$ cat config.mk
export PLATFORM = sky130hd
export DESIGN_NAME = rect_overlay
export DESIGN_NICKNAME = d
export VERILOG_FILES = /design/src/rtl/vga_overlay_pkg.sv /design/src/rtl/rect_hit.sv /design/src/rtl/rect_overlay.sv
export SDC_FILE = /design/constraint.sdc
export NUM_CORES = 1
export LEC_CHECK = 0
export BUFFER_PORTS_ARGS = -buffer_cell sky130_fd_sc_hd__buf_4
export CELL_PAD_IN_SITES_DETAIL_PLACEMENT = 0
export CELL_PAD_IN_SITES_GLOBAL_PLACEMENT = 1
export CORE_ASPECT_RATIO = 2
export CORE_MARGIN = 4
export CORE_UTILIZATION = 29
export CTS_CLUSTER_DIAMETER = 100
export DETAILED_ROUTE_END_ITERATION = 12
export MAX_ROUTING_LAYER = met4
export PLACE_DENSITY_LB_ADDON = 0.1
export SYNTH_ARGS = -nofsm -noshare
export SYNTH_HDL_FRONTEND = slang
export SYNTH_SLANG_ARGS = --single-unit
$ cat constraint.sdc
create_clock -name clk -period 21.8 [get_ports clk]
set_clock_uncertainty 0.2 [all_clocks]
set_input_delay 2.18 -clock clk [delete_from_list [all_inputs] [get_ports clk]]
set_output_delay 2.18 -clock clk [all_outputs]
set_load 0.03 [all_outputs]
$ cat src/rtl/vga_overlay_pkg.sv
// Shared definitions for the rectangle overlay: config field encodings,
// ctrl bit positions and the per-rectangle configuration record.
package vga_overlay_pkg;

  localparam int unsigned RECT_COORD_W = 13;
  localparam int unsigned RECT_CH_W    = 1;
  localparam int unsigned RECT_COL_W   = 3 * RECT_CH_W;

  localparam logic [2:0] FLD_X0     = 3'd0;
  localparam logic [2:0] FLD_Y0     = 3'd1;
  localparam logic [2:0] FLD_X1     = 3'd2;
  localparam logic [2:0] FLD_Y1     = 3'd3;
  localparam logic [2:0] FLD_COLOUR = 3'd4;
  localparam logic [2:0] FLD_CTRL   = 3'd5;

  localparam int unsigned CTRL_EN    = 0;
  localparam int unsigned CTRL_BLINK = 1;

  typedef struct packed {
    logic [RECT_COORD_W-1:0] x0;
    logic [RECT_COORD_W-1:0] y0;
    logic [RECT_COORD_W-1:0] x1;
    logic [RECT_COORD_W-1:0] y1;
    logic [RECT_COL_W-1:0]   colour;
    logic                    en;
    logic                    blink;
  } rect_cfg_t;

endpackage

$ cat src/rtl/rect_hit.sv
// Combinational hit test of one pixel against one rectangle's interior.
module rect_hit
  import vga_overlay_pkg::*;
(
  input  logic [RECT_COORD_W-1:0] i_pix_x,
  input  logic [RECT_COORD_W-1:0] i_pix_y,
  input  rect_cfg_t               i_cfg,
  input  logic                    i_blink_phase,
  output logic                    o_hit_c
);

  logic w_live;
  logic w_in_x;
  logic w_in_y;

  // Strict bounds on both sides also reject degenerate rectangles.
  assign w_live  = i_cfg.en && !(i_cfg.blink && i_blink_phase);
  assign w_in_x  = (i_cfg.x0 < i_pix_x) && (i_pix_x < i_cfg.x1);
  assign w_in_y  = (i_cfg.y0 < i_pix_y) && (i_pix_y < i_cfg.y1);
  assign o_hit_c = w_live && w_in_x && w_in_y;

endmodule

$ cat src/rtl/rect_overlay.sv
// Rectangle compositor: shadow/active config banks committed once per frame,
// per-rectangle hit test, priority colour mux and a 2-stage pixel pipeline.
module rect_overlay
  import vga_overlay_pkg::*;
#(
  parameter int unsigned NUM_RECTS    = 4,
  parameter int unsigned COORD_W      = RECT_COORD_W,
  parameter int unsigned CH_W         = RECT_CH_W,
  parameter int unsigned H_VISIBLE    = 800,
  parameter int unsigned V_VISIBLE    = 600,
  parameter bit          HS_ACTIVE    = 1'b0,
  parameter bit          VS_ACTIVE    = 1'b0,
  parameter int unsigned BLINK_FRAMES = 30,
  parameter int unsigned IDX_W        = $clog2(NUM_RECTS + 1),
  parameter int unsigned WD_W         = (COORD_W > 3 * CH_W) ? COORD_W : 3 * CH_W
) (
  input  logic               clk,
  input  logic               rst,
  input  logic [COORD_W-1:0] pix_x,
  input  logic [COORD_W-1:0] pix_y,
  input  logic               h_sync_in,
  input  logic               v_sync_in,
  input  logic               cfg_we,
  input  logic [IDX_W-1:0]   cfg_idx,
  input  logic [2:0]         cfg_field,
  input  logic [WD_W-1:0]    cfg_wdata,
  output logic               h_sync,
  output logic               v_sync,
  output logic [CH_W-1:0]    r_out,
  output logic [CH_W-1:0]    g_out,
  output logic [CH_W-1:0]    b_out,
  output logic               frame_tick
);

  localparam int unsigned COL_W = 3 * CH_W;
  localparam int unsigned BC_W  = (BLINK_FRAMES > 1) ? $clog2(BLINK_FRAMES) : 1;

  rect_cfg_t          r_shadow [NUM_RECTS];
  rect_cfg_t          r_active [NUM_RECTS];
  logic [COL_W-1:0]   r_bg_shadow;
  logic [COL_W-1:0]   r_bg_active;
  logic               r_vs_prev;
  logic [BC_W-1:0]    r_blink_cnt;
  logic               r_blink_phase;
  logic [NUM_RECTS-1:0] r_hit_s1;
  logic               r_vis_s1;
  logic               r_hs_s1;
  logic               r_vs_s1;

  logic                 w_commit;
  logic                 w_visible;
  logic [NUM_RECTS-1:0] w_hit;
  logic [COL_W-1:0]     w_colour;

  // Commit on the trailing edge of the vertical sync pulse.
  assign w_commit  = (r_vs_prev == VS_ACTIVE) && (v_sync_in != VS_ACTIVE);
  assign w_visible = (pix_x < COORD_W'(H_VISIBLE)) && (pix_y < COORD_W'(V_VISIBLE));

  always_ff @(posedge clk or posedge rst) begin
    if (rst) begin
      for (int i = 0; i < int'(NUM_RECTS); i++) r_shadow[i] <= '0;
      r_bg_shadow <= '0;
    end else if (cfg_we) begin
      for (int i = 0; i < int'(NUM_RECTS); i++) begin
        if (cfg_idx == IDX_W'(i)) begin
          case (cfg_field)
            FLD_X0:     r_shadow[i].x0     <= cfg_wdata[COORD_W-1:0];
            FLD_Y0:     r_shadow[i].y0     <= cfg_wdata[COORD_W-1:0];
            FLD_X1:     r_shadow[i].x1     <= cfg_wdata[COORD_W-1:0];
            FLD_Y1:     r_shadow[i].y1     <= cfg_wdata[COORD_W-1:0];
            FLD_COLOUR: r_shadow[i].colour <= cfg_wdata[COL_W-1:0];
            FLD_CTRL: begin
              r_shadow[i].en    <= cfg_wdata[CTRL_EN];
              r_shadow[i].blink <= cfg_wdata[CTRL_BLINK];
            end
            default: ;
          endcase
        end
      end
      if ((cfg_idx == IDX_W'(NUM_RECTS)) && (cfg_field == FLD_COLOUR))
        r_bg_shadow <= cfg_wdata[COL_W-1:0];
    end
  end

  // Active bank, blink state and frame tick only move at a commit.
  always_ff @(posedge clk or posedge rst) begin
    if (rst) begin
      for (int i = 0; i < int'(NUM_RECTS); i++) r_active[i] <= '0;
      r_bg_active   <= '0;
      r_vs_prev     <= !VS_ACTIVE;
      r_blink_cnt   <= '0;
      r_blink_phase <= 1'b0;
      frame_tick    <= 1'b0;
    end else begin
      r_vs_prev  <= v_sync_in;
      frame_tick <= w_commit;
      if (w_commit) begin
        for (int i = 0; i < int'(NUM_RECTS); i++) r_active[i] <= r_shadow[i];
        r_bg_active <= r_bg_shadow;
        if (r_blink_cnt == BC_W'(BLINK_FRAMES - 1)) begin
          r_blink_cnt   <= '0;
          r_blink_phase <= !r_blink_phase;
        end else begin
          r_blink_cnt <= r_blink_cnt + BC_W'(1);
        end
      end
    end
  end

  for (genvar g = 0; g < int'(NUM_RECTS); g++) begin : g_hit
    rect_hit u_hit (
      .i_pix_x       (pix_x),
      .i_pix_y       (pix_y),
      .i_cfg         (r_active[g]),
      .i_blink_phase (r_blink_phase),
      .o_hit_c       (w_hit[g])
    );
  end

  // Lowest index wins: scan from the top so index 0 overrides last.
  always_comb begin
    w_colour = r_bg_active;
    for (int i = int'(NUM_RECTS) - 1; i >= 0; i--) begin
      if (r_hit_s1[i]) w_colour = r_active[i].colour;
    end
    if (!r_vis_s1) w_colour = '0;
  end

  always_ff @(posedge clk or posedge rst) begin
    if (rst) begin
      r_hit_s1 <= '0;
      r_vis_s1 <= 1'b0;
      r_hs_s1  <= !HS_ACTIVE;
      r_vs_s1  <= !VS_ACTIVE;
      h_sync   <= !HS_ACTIVE;
      v_sync   <= !VS_ACTIVE;
      r_out    <= '0;
      g_out    <= '0;
      b_out    <= '0;
    end else begin
      r_hit_s1 <= w_hit;
      r_vis_s1 <= w_visible;
      r_hs_s1  <= h_sync_in;
      r_vs_s1  <= v_sync_in;
      h_sync   <= r_hs_s1;
      v_sync   <= r_vs_s1;
      r_out    <= w_colour[COL_W-1:2*CH_W];
      g_out    <= w_colour[2*CH_W-1:CH_W];
      b_out    <= w_colour[CH_W-1:0];
    end
  end

endmodule

# [After elaboration in Yosys (flattened, before gate mapping)]
# Cells that the tools add are included.
[totals] wordCells=166 ff_bits=481 input_bits=50 output_inout_bits=6
[op_classes] n_lt_le_gt_ge=18 add_sub_neg=1 n_eq_ne=10 muxes=6 n_reduce_logical=60 bitwise=1
[op_table] operator="< comparator 13 bit" n=16
[op_table] operator="AND reduction 3 bit" n=24
[op_table] operator="logical AND 1 bit" n=27
[op_table] operator="< comparator 13 x 10 -> 1 bit (second input constant)" n=2
[op_table] operator="2-to-1 mux 3 bit" n=5
[op_table] operator="equality test 3 x 2 -> 1 bit (second input constant)" n=4
[op_table] operator="equality test 3 bit (second input constant)" n=3
[op_table] operator="equality test 3 x 1 -> 1 bit (second input constant)" n=2
[op_table] operator="zero test 3 bit" n=2
[op_table] operator="adder 5 x 1 -> 5 bit (second input constant)" n=1
[op_table] operator="equality test 5 bit (second input constant)" n=1
[op_table] operator="zero test 1 bit" n=5
[op_table] operator="2-to-1 mux 5 bit" n=1
[op_table] operator="AND reduction 2 bit" n=2
[op_table] operator="NOT 1 bit" n=1

# [Longest topological paths before layout]
# Gate-level depths: netlist of the first run.
[logic_depth] depth_word=5 ltp_mapped=8 mapped_depth_nobuf=8

# [Modules after synthesis]
# Synthesis of the first run repeated with hierarchy kept, for this count alone.
[hier_totals] cells_unflattened=2243 hier_area_um2=23057.1
[modules_own_cells] mod="rect_overlay" area_per_inst_um2=18202.5 cells_each=1579 n_inst=1 seq_area_each_um2=12041.5
[modules_own_cells] mod="rect_hit" area_per_inst_um2=1213.7 cells_each=166 n_inst=4 seq_area_each_um2=0.0

# [Worst setup path after synthesis of the first run]
# No wires, ideal clock.
[synth_path] path_type="input to register" from="in pix_x[12]" to="reg r_hit_s1[0]" path_stages=8 n_path_buf=0 setup_time_ns=0.101 path_slack_ns=17.850 required_time_ns=21.499 arrival_time_ns=3.649 cell_sequence="inv_1 -> ha_1 -> a22oi_1 -> nand2_1 -> nor3_2 -> nand4_1 -> or4_1 -> nor4_1"
[synth_between] elab_chain_len=4 word_cells_on_any_way=5 cone_classes="2 x order compare; 3 x reduce/logical"
[synth_lines] item="from (decl)" line_no="rect_overlay.sv:19" text="input logic [COORD_W-1:0] pix_x,"
[synth_lines] item="< comparator 13 bit" line_no="rect_hit.sv:18" text="assign w_in_x = (i_cfg.x0 < i_pix_x) && (i_pix_x < i_cfg.x1);"
[synth_lines] item="logical AND 1 bit (*)" line_no="rect_hit.sv:18"
[synth_lines] item="logical AND 1 bit (*) (2 in a row)" line_no="rect_hit.sv:20" text="assign o_hit_c = w_live && w_in_x && w_in_y;"
[synth_lines] item="net g_hit[0].u_hit.o_hit_c" line_no="rect_hit.sv:9" text="output logic o_hit_c"
[synth_lines] item="to (signal assigned)" line_no="rect_overlay.sv:141" text="r_hit_s1 <= w_hit;"
[synth_lines] item="to (decl)" line_no="rect_overlay.sv:45" text="logic [NUM_RECTS-1:0] r_hit_s1;"
# The timed path passes the listed nets; every way through them passes the cells marked *.
# A chain may end at the register's enable or synchronous reset.

# [Final worst setup path of the first run]
[layout_path] from="in pix_x[12]" to="reg r_hit_s1[1]"
[layout_between] elab_chain_len=4 word_cells_on_any_way=5 cone_classes="2 x order compare; 3 x reduce/logical"
[layout_lines] item="< comparator 13 bit" line_no="rect_hit.sv:18"
[layout_lines] item="logical AND 1 bit (*)" line_no="rect_hit.sv:18"
[layout_lines] item="logical AND 1 bit (*) (2 in a row)" line_no="rect_hit.sv:20"
[layout_lines] item="net g_hit[1].u_hit.o_hit_c" line_no="rect_hit.sv:9"
# Marks and branches as above.

==> results.md, run 1 <==
* Outcome: complete, no violations
* P per Cell Area at between 90 and 100 mW/mm^2
* Layout cells sized above 1 at 0.184
* Max stage delay on crit path at 0.77 ns
* Post-DP HPWL at roughly 46000 microns
* Fillers at between 7000 and 8000
* Pre-antenna DRT Iters at 5
* R2R depth at 7
* TritonCTS Buffers at 50
* Hold_sp: r_hs_s1
* Post_cts resized at 0
* Final min period at around 4.8 ns
* Total vias in the final route at 14900
* Critical path class: input pin to register
* Layout area overhead at 14.4%
* Rel. slew slack at 0.300
* Worst Hold Path Cells at 0
* CP delay by family, top: simple AND/OR/NAND/NOR gates
* Initial antenna violation count at 1
* Clock root buffer: clkbuf_16
* Core area at 0.0762 sq mm
* CP Launch Type: input pin
* Grt ovf at 0
* Crit-path max FO at 6
* Async set or reset register ratio after synthesis at 1.00
* Finished Cell Area at between 0.02 and 0.03 sq mm
* Initial drt markers at 660
* Final Util at 0.336
* Postcts setup bufs at 0
* CP Capture Type: register
* Maximum capacitance violations at 0
* Leakage dissipation at 0.0126 uW
* Max frequency at between 200 and 250 MHz
* Cells after Synth at ~2100
* Final Max Tran Viols at 0
* Slowest CP cell: nor4_1
* Fin crit share at 0.222
* Final nets at approximately 2400
* Dpl cell area at around 0.024 sq mm
* Total Routing Usage GR at 0.172
* Syn_area_per_cell at 10.7 sq um
* Synth Flop Type: dfrtp_1
* R2r startpoint: r_active[170]
* Port Buffers at between 50 and 60
* Number of global-route vias before repair at between 15000 and 20000
* Peak supply drop at about 0.056 mV
* Post-synth EDFFs at 0
* Flop2flop setup slack at around 18 ns
* H-Tree Depth at 2
* Slew @ Worst Pin at between 1 and 1.5 ns
* Chip height at around 400 microns
* Initial Util at 0.294
* Critical path cell sequence: buf_4 > inv_1 > ha_1 > a22o_1 > a221oi_2 > nand4_1 > nor4_1 > nand4_1 > nor4_1
* Syn nets at 2329
* Vias per cell at 4.68
* Chip Width at a little over 200 microns
* First-pass GRT wire length at around 100000 microns
* Pre-CTS setup slack at approximately 16 ns
* Core Rows at 143
* Longest Clk Path Bufs at 3
* CTS tree: yes
* Ys Warns at 0
* WL final at 68300 microns
* Buf/Inv on CP at 2
* Antenna Violating Nets Remaining at 0
* Clock transition at path regs at 0.06 ns
* CTS sink count at a little under 500
* Register bit total from synthesis at between 400 and 500
* Full die area at slightly above 0.08 sq mm
* Post-route setup slack at roughly 17 ns
* I/O pin count at 56
* Setup TNS at 0 ns
* Post-synthesis sequential area ratio at 0.538
* Mapped cell area at roughly 0.022 sq mm
* CP arrival at between 5 and 6 ns
* Reg-to-reg critical path endpoint: r_hit_s1[1]
* Unrepaired setup endpoints after global routing: false
* DRC viols at 0
* CTS Hold Bufs at 0
* Final hold vios at 0
* WP data required at between 20 and 25 ns
* Distinct cells, synth at 57
* RePlAce Congestion at 0.806
* Hold crit path type: register to register
* Clk_lat worst skew at 0.58 ns
* # setup viols final at 0
* Hold endpoint: h_sync
* WL per Instance at approximately 21 microns
* Largest net degree at the start of global routing at approximately 150
worst reg2reg max path, cell delays in order, from the launching register on:
cell,delay [ns]
dfrtp_1,0.39
ha_1,0.35
a22o_1,0.26
a221oi_2,0.17
nand4_1,0.11
nor4_1,0.77
nand4_1,0.32
nor4_1,0.61
cells by family after synthesis:
| family | after synthesis | share of synthesized area |
|---|---|---|
| simple gates | 709 | 0.132 |
| xor+xnor | 1 | 0.000392 |
| mux | 237 | 0.119 |
| compound gates | 254 | 0.0654 |
| buf+inv | 209 | 0.0361 |
| fa+ha+maj | 194 | 0.109 |
| flops | 481 | 0.538 |
metrics by stage:
stage | power (uW) | hold slack, ns | instances
floorplan | 1320 | 0.145 | 2085
global placement | 1450 | 0.149 | 3087
detailed placement | 1460 | 0.148 | 3087
CTS | 2380 | 0.160 | 3180
global route | 2470 | 0.164 | 3180
finish | 2330 | 0.157 | 3181
power breakdown:
part | internal (uW) | switching [uW]
Sequential | 1020 | 65.4
Clock | 529 | 375
Combinational | 142 | 205
cells in the final DEF (no fill, tap or decap), types with 51 or more instances in the layout:
cell	count
inv_1	123
ha_1	194
nand2_1	562
dfrtp_1	477
mux2_2	230
o21ai_0	121
clkbuf_16	51
a21oi_1	62
buf_4	70
flip-flops by register name, summed over array words and instances (netlist names), 3 cells and up:
signal / flops
r_bg_active: 3
r_hit_s1: 4
r_blink_cnt: 5
r_active: 228
r_bg_shadow: 3
r_shadow: 228
cells in the mapped netlist (4+ instances only):
cell	instances	area share
o21ai_0	121	0.027
nand2b_1	10	0.0028
mux2_2	230	0.12
nand2_1	562	0.094
dfrtp_1	477	0.53
nor4_1	9	0.0025
or3_1	5	0.0014
a2111oi_0	6	0.0023
a211oi_1	8	0.0027
ha_1	194	0.11
o211ai_1	4	0.0013
nand3_1	20	0.0045
a21o_1	16	0.0054
a21oi_1	62	0.014
o22ai_1	7	0.0020
mux2i_1	6	0.0027
and2_1	4	0.0011
nor3b_1	4	0.0013
nor2_1	31	0.0052
nand4_1	31	0.0087
o2111ai_1	4	0.0016
buf_2	15	0.0034
clkbuf_1	68	0.011
inv_1	124	0.021
nor3_1	12	0.0027
a22oi_1	6	0.0020
dfstp_2	4	0.0047
layer usage:
layer | GRT usage | part of all wire | vias up
li1 | - | - | 7153
met1 | 0.210 | 0.43 | 7468
met2 | 0.296 | 0.51 | 188
met3 | 0.0205 | 0.029 | 88
met4 | 0.0516 | 0.032 | 0
met5 | - | 0 | -
final cells by class:
cell class / count / area, sq um / share of cell area
Sequential cell: 481 / 12000 / 0.471
Clock buffer: 74 / 1480 / 0.0579
Timing Repair Buffer: 71 / 546 / 0.0213
Clock inverter: 19 / 226 / 0.00885
Inverter: 125 / 484 / 0.0189
Tap cell: 1015 / 1270 / 0.0496
Antenna cell: 1 / 2.50 / 0.0000978
Multi-Input combinational cell: 1395 / 9530 / 0.373
how the worst max path moves through the flow:
| stage | start | end | slack (ns) | cells after the start |
|---|---|---|---|---|
| 6_report | pix_x[12] | r_hit_s1[1] | 16.97 | 9 |
| 5_1_grt | pix_x[12] | r_hit_s1[1] | 16.90 | 9 |
| 4_1_cts | pix_y[12] | r_hit_s1[1] | 16.96 | 8 |
| 3_5_place_dp | pix_y[12] | r_hit_s1[1] | 16.35 | 8 |
| 3_3_place_gp | pix_x[12] | r_hit_s1[1] | 16.35 | 9 |
| 2_1_floorplan | rst | b_out | 6.01 | 1 |
Note: power is estimated with default switching activity, not from simulation.
==> run 2, diff against run 1 <==
clock period = 4.2 ns   (was 21.8 ns; I/O delays follow)
==> results.md, run 2 (synthesis results as in run 1) <==
* Final min period at slightly above 3 ns
* WL final at ~69000 microns
* Postcts setup bufs at 0
* Comb power frac at 0.153
* Clk_lat worst skew at between 0.5 and 0.6 ns
* Leakage dissipation at between 0.01 and 0.015 uW
* H-Tree Depth at 2
* Antenna Violating Nets Remaining at 0
* Number of global-route vias before repair at 15900
* Final Max Tran Viols at 0
* Post-DP HPWL at 47500 microns
* Hold crit path type: input pin to register
* Clock root buffer: clkbuf_16
* Port Buffers at between 50 and 60
* R2R depth at 6
* Unrepaired setup endpoints after global routing: false
* Worst Hold Path Cells at 3
* Cell Int Power at 8590 uW
* Sw frac at 0.279
* Initial drt markers at about 700
* Slew @ Worst Pin at just over 1 ns
* Final nets at about 2400
* First-pass GRT wire length at approximately 100000 microns
* Reg-to-reg critical path endpoint: r_hit_s1[1]
* WP data required at between 4 and 5 ns
* Flop2flop setup slack at roughly 1.2 ns
* P per Cell Area at 465 mW/mm^2
* # setup viols final at 0
* Chip height at around 400 microns
* TritonCTS Buffers at 49
* Final Util at 0.337
* Initial antenna violation count at 3
* Clock transition at path regs at 0.06 ns
* Hold endpoint: r_bg_shadow[1]
* Total Routing Usage GR at 0.174
* Post_cts resized at 0
* Pre-antenna DRT Iters at 5
* DRC viols at 0
* I/O pin count at 56
* CTS sink count at between 400 and 500
* WL per Instance at roughly 22 microns
* CP Launch Type: input pin
* Hold WS at 0.113 ns
* CTS tree: yes
* RePlAce Congestion at 0.850
* Layout area overhead at 14.7%
* Pre-CTS setup slack at just under 0.8 ns
* Initial Util at 0.294
* Maximum capacitance violations at 0
* Vias per cell at approximately 4.7
* CP Capture Type: register
* Largest net degree at the start of global routing at 141
* Largest registers: r_active x228, r_shadow x228, r_blink_cnt x5
* Most common cell after layout, fill and taps aside: nand2_1
* Clock power frac at 0.375
* NetSw at 3330 uW
* Crit-path max FO at 6
* Grt ovf at 0
* Final hold vios at 0
* Critical path class: input pin to register
* Full die area at just over 0.08 sq mm
* Peak supply drop at ~0.28 mV
* Longest Clk Path Bufs at 3
* Layout cells sized above 1 at 0.185
* Max frequency at ~330 MHz
* Fin crit share at 0.731
* R2r startpoint: r_active[159]
* Post-route setup slack at 1.13 ns
* Chip Width at between 200 and 250 microns
* Commonest non-fill, non-tap cells in the layout: nand2_1, dfrtp_1, mux2_2, ha_1, inv_1
* Hold_sp: cfg_idx[2]
* Part of the power in registers at 0.472
* Outcome: complete, no violations
* Total vias in the final route at about 15000
* Core Rows at between 100 and 150
* Core area at ~0.076 sq mm
* CP arrival at 3.26 ns
* Rel. slew slack at 0.321
-- run 2: what timing repair did --
action | in CTS | in global routing
hold buffers | 4 | 0
endpoints found under the hold margin | 14 | 0
setup endpoints to repair | 0 | 0
-- run 2: worst max path at each step --
stage,startpoint,end,depth (start not counted)
2_1_floorplan,rst,b_out,1
3_3_place_gp,pix_x[1],r_hit_s1[1],8
3_5_place_dp,pix_x[1],r_hit_s1[1],8
4_1_cts,pix_y[9],r_hit_s1[1],10
5_1_grt,r_active[159],r_hit_s1[1],6
6_report,pix_y[9],r_hit_s1[1],10
-- run 2: area by class of cell --
class,instances,area [sq um]
Clock inverter,9,76.3
Clock buffer,77,1530
Fill cell,7825,50600
Antenna cell,2,5.00
Sequential cell,481,12000
Tap cell,1015,1270
Inverter,125,480
Multi-Input combinational cell,1395,9540
Timing Repair Buffer,81,706
-- run 2: critical path, stage by stage --
cell and delay [ns]:
dlygate4sd3_1 0.57, buf_4 0.18, inv_1 0.10, ha_1 0.32, nand4_1 0.12, or3_1 0.12
o31ai_1 0.15, nor4_1 0.38, nand4_1 0.14, nor4_1 0.76
-- run 2: per-stage QoR --
step                area (sq um)  cells  setup TNS, ns  power, uW
global placement           24000   3093              0       7530
global route               25600   3185              0      12600
finish                     25600   3185              0      11900
CTS                        25600   3183              0      12200
floorplan                  22400   2085       -1404.70       6860
detailed placement         24000   3093              0       7590
-- run 2: power groups by stage --
stage	registers (uW)	clock network (uW)	logic (uW)
after floorplan	5610	0	1250
after global placement	5700	0	1830
after detailed placement	5720	0	1870
after CTS	5630	4670	1880
after global routing	5700	4810	2110
final	5630	4470	1820
-- run 2: per-layer routing --
metal	global-route usage	share of wire	vias up
met3	0.0191	0.025	84
met1	0.205	0.42	7593
li1	-	-	7162
met5	-	0	-
met4	0.0474	0.028	0
met2	0.312	0.53	175
